**src/rtl/ps2_kbd_rx.sv**
```systemverilog
// ps2_kbd_rx: PS/2 keyboard receiver with clock filter, frame FSM and output buffer
//
// Parameters
//   FILTER_LEN      cycles ps2_clk must be stable before the filtered clock follows it
//   TIMEOUT_CYCLES  max clk25 cycles between filtered falling edges inside a frame
// Ports
//   clk25       system clock (25 MHz)
//   rst_n       asynchronous active-low reset
//   ps2_clk     PS/2 clock from keyboard (asynchronous)
//   ps2_din     PS/2 data from keyboard (asynchronous)
//   rx_data     byte at the head of the receive buffer
//   rx_valid    rx_data holds an unread byte
//   rx_ready    consumer takes rx_data when rx_valid & rx_ready
//   parity_err  one-cycle pulse: frame dropped for bad parity
//   frame_err   one-cycle pulse: bad start/stop bit or inter-edge timeout
//   overflow    sticky: good byte dropped because the buffer was full
//   busy        a frame is in progress
// Build option
//   PS2_RX_FIFO_EN  defined: 4-entry FIFO; undefined: single holding register
`timescale 1ns/1ps
module ps2_kbd_rx #(
    parameter int FILTER_LEN     = 8,
    parameter int TIMEOUT_CYCLES = 25000
) (
    input  logic       clk25,
    input  logic       rst_n,
    input  logic       ps2_clk,
    input  logic       ps2_din,
    output logic [7:0] rx_data,
    output logic       rx_valid,
    input  logic       rx_ready,
    output logic       parity_err,
    output logic       frame_err,
    output logic       overflow,
    output logic       busy
);
    localparam int FW = $clog2(FILTER_LEN + 1);
    localparam int TW = $clog2(TIMEOUT_CYCLES + 1);

    typedef enum logic [1:0] {IDLE, DATA, PARITY, STOP} state_t;

    logic [1:0]    clk_sync, din_sync;
    logic          clk_filt, clk_filt_d;
    logic [FW-1:0] filt_cnt;
    logic          fall, din_bit;

    state_t        state, state_n;
    logic [2:0]    bit_cnt, bit_cnt_n;
    logic [7:0]    shift, shift_n;
    logic          par_bit, par_n;
    logic [TW-1:0] to_cnt, to_cnt_n;
    logic          timeout;
    logic          push, push_n, pe_n, fe_n;
    logic          pop, accept;

    // Line idles high, so synchronizers and filter come out of reset at 1
    always_ff @(posedge clk25 or negedge rst_n) begin
        if (!rst_n) begin
            clk_sync   <= 2'b11;
            din_sync   <= 2'b11;
            clk_filt   <= 1'b1;
            clk_filt_d <= 1'b1;
            filt_cnt   <= '0;
        end else begin
            clk_sync   <= {clk_sync[0], ps2_clk};
            din_sync   <= {din_sync[0], ps2_din};
            clk_filt_d <= clk_filt;
            if (clk_sync[1] == clk_filt) begin
                filt_cnt <= '0;
            end else if (filt_cnt == FW'(FILTER_LEN - 1)) begin
                clk_filt <= clk_sync[1];
                filt_cnt <= '0;
            end else begin
                filt_cnt <= filt_cnt + 1'b1;
            end
        end
    end

    assign fall    = clk_filt_d & ~clk_filt;
    assign din_bit = din_sync[1];
    assign busy    = (state != IDLE);
    assign timeout = busy && !fall && (to_cnt == TW'(TIMEOUT_CYCLES - 1));

    always_ff @(posedge clk25 or negedge rst_n) begin
        if (!rst_n) begin
            state      <= IDLE;
            bit_cnt    <= '0;
            shift      <= '0;
            par_bit    <= 1'b0;
            to_cnt     <= '0;
            push       <= 1'b0;
            parity_err <= 1'b0;
            frame_err  <= 1'b0;
        end else begin
            state      <= state_n;
            bit_cnt    <= bit_cnt_n;
            shift      <= shift_n;
            par_bit    <= par_n;
            to_cnt     <= to_cnt_n;
            push       <= push_n;
            parity_err <= pe_n;
            frame_err  <= fe_n;
        end
    end

    always_comb begin
        state_n   = state;
        bit_cnt_n = bit_cnt;
        shift_n   = shift;
        par_n     = par_bit;
        to_cnt_n  = (!busy || fall) ? '0 : to_cnt + 1'b1;
        push_n    = 1'b0;
        pe_n      = 1'b0;
        fe_n      = 1'b0;
        if (timeout) begin
            fe_n    = 1'b1;
            state_n = IDLE;
        end else if (fall) begin
            case (state)
                IDLE: begin
                    state_n   = din_bit ? IDLE : DATA;
                    bit_cnt_n = '0;
                    fe_n      = din_bit;
                end
                DATA: begin
                    shift_n   = {din_bit, shift[7:1]};
                    bit_cnt_n = bit_cnt + 3'd1;
                    state_n   = (bit_cnt == 3'd7) ? PARITY : DATA;
                end
                PARITY: begin
                    par_n   = din_bit;
                    state_n = STOP;
                end
                default: begin
                    // A bad stop bit masks any parity verdict
                    state_n = IDLE;
                    fe_n    = ~din_bit;
                    push_n  = din_bit & ^{shift, par_bit};
                    pe_n    = din_bit & ~^{shift, par_bit};
                end
            endcase
        end
    end

    assign pop = rx_valid & rx_ready;

`ifdef PS2_RX_FIFO_EN
    logic [7:0] mem [4];
    logic [1:0] wr_ptr, rd_ptr;
    logic [2:0] count;

    // A simultaneous pop frees the slot the push lands in, so full is no obstacle then
    assign accept   = push & (~count[2] | pop);
    assign rx_data  = mem[rd_ptr];
    assign rx_valid = |count;

    always_ff @(posedge clk25 or negedge rst_n) begin
        if (!rst_n) begin
            for (int i = 0; i < 4; i++) mem[i] <= '0;
            wr_ptr   <= '0;
            rd_ptr   <= '0;
            count    <= '0;
            overflow <= 1'b0;
        end else begin
            if (accept) begin
                mem[wr_ptr] <= shift;
                wr_ptr      <= wr_ptr + 2'd1;
            end
            if (pop) rd_ptr <= rd_ptr + 2'd1;
            count <= count + {2'b0, accept} - {2'b0, pop};
            if (push && !accept) overflow <= 1'b1;
        end
    end
`else
    logic [7:0] data_q;
    logic       valid_q;

    assign accept   = push & (~valid_q | pop);
    assign rx_data  = data_q;
    assign rx_valid = valid_q;

    always_ff @(posedge clk25 or negedge rst_n) begin
        if (!rst_n) begin
            data_q   <= '0;
            valid_q  <= 1'b0;
            overflow <= 1'b0;
        end else begin
            if (accept) begin
                data_q  <= shift;
                valid_q <= 1'b1;
            end else if (pop) begin
                valid_q <= 1'b0;
            end
            if (push && !accept) overflow <= 1'b1;
        end
    end
`endif

endmodule

```
**config.mk**
```make
export PLATFORM = sky130hd
export DESIGN_NAME = ps2_kbd_rx
export DESIGN_NICKNAME = d
export VERILOG_FILES = /design/src/rtl/ps2_kbd_rx.sv
export SDC_FILE = /design/constraint.sdc
export NUM_CORES = 1
export LEC_CHECK = 0
export CAP_MARGIN = 5
export CORE_MARGIN = 5
export CORE_UTILIZATION = 45
export DETAILED_ROUTE_END_ITERATION = 7
export SLEW_MARGIN = 20
export SYNTH_ARGS = -nofsm -noshare
export SYNTH_HDL_FRONTEND = slang
export SYNTH_SLANG_ARGS = --single-unit
```
**constraint.sdc**
```tcl
create_clock -name clk25 -period 2.3 [get_ports clk25]
set_input_delay 0.46 -clock clk25 [delete_from_list [all_inputs] [get_ports clk25]]
set_output_delay 0.46 -clock clk25 [all_outputs]
set_load 0.01 [all_outputs]
```
==> flow_metrics.env <==
export IMPL_status="finished, final reports clean"
export IMPL_num_vias=1459
export IMPL_cts_root_buf="clkbuf_8"
export IMPL_syn_inst=190
export IMPL_grt_pass1_vias=1430
export IMPL_fin_hold_ws_ns=0.3578
export IMPL_htree_levels=2
export IMPL_post_cts_buffers=0
export IMPL_synthFlopType="dfrtp_1"
export IMPL_drcViolationCount=0
export IMPL_power_density_nw_per_um2=806.5
export IMPL_max_freq_mhz=501.7
export IMPL_grt_max_degree=29
export IMPL_grt_pass1_wl_mm=6.796
export IMPL_clk_path_buf_depth=2
export IMPL_area_delta_synth_final_pct=15.99
export IMPL_synth_area_leaders="dfrtp_1 (51%), mux2_2 (9.5%), dfstp_2 (7.0%)"
export IMPL_ys_ff_latch=52
export IMPL_antenna_found_initial=0
export IMPL_hold_buffers=1
export IMPL_post_place_cells=273
export IMPL_insertion_delay_ns=0.30
export IMPL_drv_cap=0
export IMPL_overflow=0
export IMPL_report_final_slew_viol_count=0
export IMPL_dpl_hpwl_mm=2.787
export IMPL_drive_above_1_share_pct=18.60
export IMPL_fill_cells=406
export IMPL_num_antenna_cells=0
export IMPL_synth_nets=199
export IMPL_cp_end_kind="primary output"
export IMPL_die_w_um=80.77
export IMPL_synthMostInstantiatedCell="dfrtp_1"
export IMPL_required_ns=1.84
export IMPL_ys_warn_count=0
export IMPL_layout_nets=223
export IMPL_syn_area_sq_um=2253
export IMPL_drt_iter0_markers=84
export IMPL_yosysTopAreaCell="dfrtp_1"
export IMPL_crit_slowest_cell="clkdlybuf4s50_1"
export IMPL_start_util_pct=47.08
export IMPL_slew_headroom_pct=73.78
export IMPL_fin_skew_ns=0.005714
export IMPL_syn_avg_cell_area_sq_um=11.86
export IMPL_portBuffers=17
export IMPL_finalSetupTns_ns=0
export IMPL_grt_total_usage_pct=13.53
export IMPL_path_buf_inv=1
export IMPL_die_h_um=80.77
export IMPL_period_share_pct=86.66
export IMPL_antenna_left=0
export IMPL_crit_chain="or2_2 -> clkdlybuf4s50_1"
export IMPL_drt_wl_total_mm=3.839
export IMPL_ctsResizeCount=0
export IMPL_cts_tree="done"
export IMPL_cpLargestDelayFamily="buffers and inverters"
export IMPL_leakagePower_nw=1.183
export IMPL_synth_distinct_cells=34
export IMPL_cts_buffers=5
export IMPL_vias_per_cell=5.174
export IMPL_peakVddDrop_v=0.0005288
export IMPL_finalCriticalPeriod_ns=1.993
export IMPL_rsz0062_at_grt="false"
export IMPL_startpoint_type="flip-flop"
export IMPL_crit_type="reg -> out"
export IMPL_rows=25
export IMPL_yosysTopAreaCellShare_pct=51.08
export IMPL_dr_pass1_iters=4
export IMPL_design_die_area_sq_um=6523
export IMPL_worstMarginPinSlew_ns=0.3934
export IMPL_io_pins=18
export IMPL_synthArstFlopShare_pct=100.0
export IMPL_setup_violations_final=0
export IMPL_avgRoutedWirePerCell_um=13.61
export IMPL_instances_no_fill=282
export IMPL_max_stage_delay_ns=0.50
export IMPL_yosys_top_cells_count="dfrtp_1 (46), mux2_2 (19), nor2_1 (18)"
export IMPL_path_clk_slew_ns=0.08
export IMPL_synth_edf_count=0
export IMPL_hold_class="reg -> reg"
export IMPL_p_total_w=0.002108
export IMPL_arrival_ns=1.53
export IMPL_clock_sinks=52
export IMPL_path_max_fanout=4
export IMPL_hold_viol_final=0
export IMPL_place_ws_ns=0.4536
export IMPL_seq_area_frac_synth_pct=58.08
export IMPL_place_gp_congestion=0.8204
export IMPL_fin_ws_ns=0.3069
export IMPL_core_sq_um=4786
==> flip-flops by register name, summed over array words and instances, names as in the netlist <==
signal,cells
din_sync,2
overflow,1
shift,8
to_cnt,15
filt_cnt,4
clk_sync,2
rx_data,8
clk_filt_d,1
parity_err,1
state,2
frame_err,1
clk_filt,1
bit_cnt,3
push,1
rx_valid,1
par_bit,1
==> layer usage <==
layer | vias up | global-route usage (%) | share of wire, %
met5 | - | 0 | 0
met4 | 0 | 5.574 | 2.1
met3 | 8 | 3.991 | 3.8
met2 | 27 | 20.12 | 44
met1 | 715 | 18.56 | 50
li1 | 709 | - | -
==> report_power, final <==
| group | internal, W | leakage, nW | total, W | switching, W |
|---|---|---|---|---|
| combinational | 0.000221 | 0.442 | 0.000476 | 0.000255 |
| clock | 0.000246 | 0.0455 | 0.000517 | 0.000271 |
| sequential | 0.00102 | 0.696 | 0.00111 | 0.0000911 |
| total | 0.00149 | 1.18 | 0.00211 | 0.000617 |
==> cells in the final DEF, fill, tap and decap left out, types with 2 or more instances in the layout <==
cell / count
a21oi_1: 6
and3_1: 3
buf_4: 5
clkbuf_1: 2
clkbuf_8: 6
clkdlybuf4s50_1: 16
dfrtp_1: 46
dfstp_2: 6
ha_1: 4
inv_1: 2
mux2_2: 19
nand2_1: 12
nand2b_1: 2
nand3_1: 9
nand4_1: 6
nor2_1: 18
nor2b_1: 4
nor3_1: 5
o21ai_0: 6
o21bai_1: 2
or3_1: 2
or4_1: 2
xnor2_1: 11
xor2_1: 7
==> per-stage QoR <==
| step | util (%) | cell area (sq um) |
|---|---|---|
| floorplan | - | 2253 |
| global placement | 52.52 | 2514 |
| detailed placement | 52.52 | 2514 |
| CTS | 54.61 | 2614 |
| global route | 54.61 | 2614 |
| finish | 54.61 | 2614 |
==> worst paths after layout <==
kind | from | to | slack (ns) | depth (start not counted)
max in group asynchronous | rst_n | din_sync[0]$_DFF_PN1_ | 1.23 | 3
min reg2reg | clk_sync[0]$_DFF_PN1_ | clk_sync[1]$_DFF_PN1_ | 0.36 | 0
min in group asynchronous | rst_n | push$_DFF_PN0_ | 0.49 | 2
max | state[1]$_DFFE_PN0P_ | busy | 0.31 | 2
min | clk_sync[0]$_DFF_PN1_ | clk_sync[1]$_DFF_PN1_ | 0.36 | 0
max reg2reg | to_cnt[0]$_DFF_PN0_ | state[1]$_DFFE_PN0P_ | 0.45 | 5
==> cells by family after synthesis <==
family | count (synthesis) | share of synthesized area (%)
and+or+nand+nor | 71 | 16.44
muxes | 19 | 9.495
DFF | 52 | 58.08
AOI/OAI and AO/OA | 17 | 4.276
buffers and inverters | 8 | 1.499
adders and majority gates | 4 | 2.221
xor gates and xnor gates | 19 | 7.995
==> area by class of cell <==
class | instances | area (sq um) | share of cell area (%)
clock buffers | 8 | 90.09 | 3.447
multi-input cells | 130 | 910.9 | 34.85
repair buffers | 23 | 212.7 | 8.138
well taps | 67 | 83.83 | 3.207
inverters | 2 | 7.507 | 0.2872
flip-flops and latches | 52 | 1309 | 50.07
Note: power is estimated with default switching activity, not from simulation.
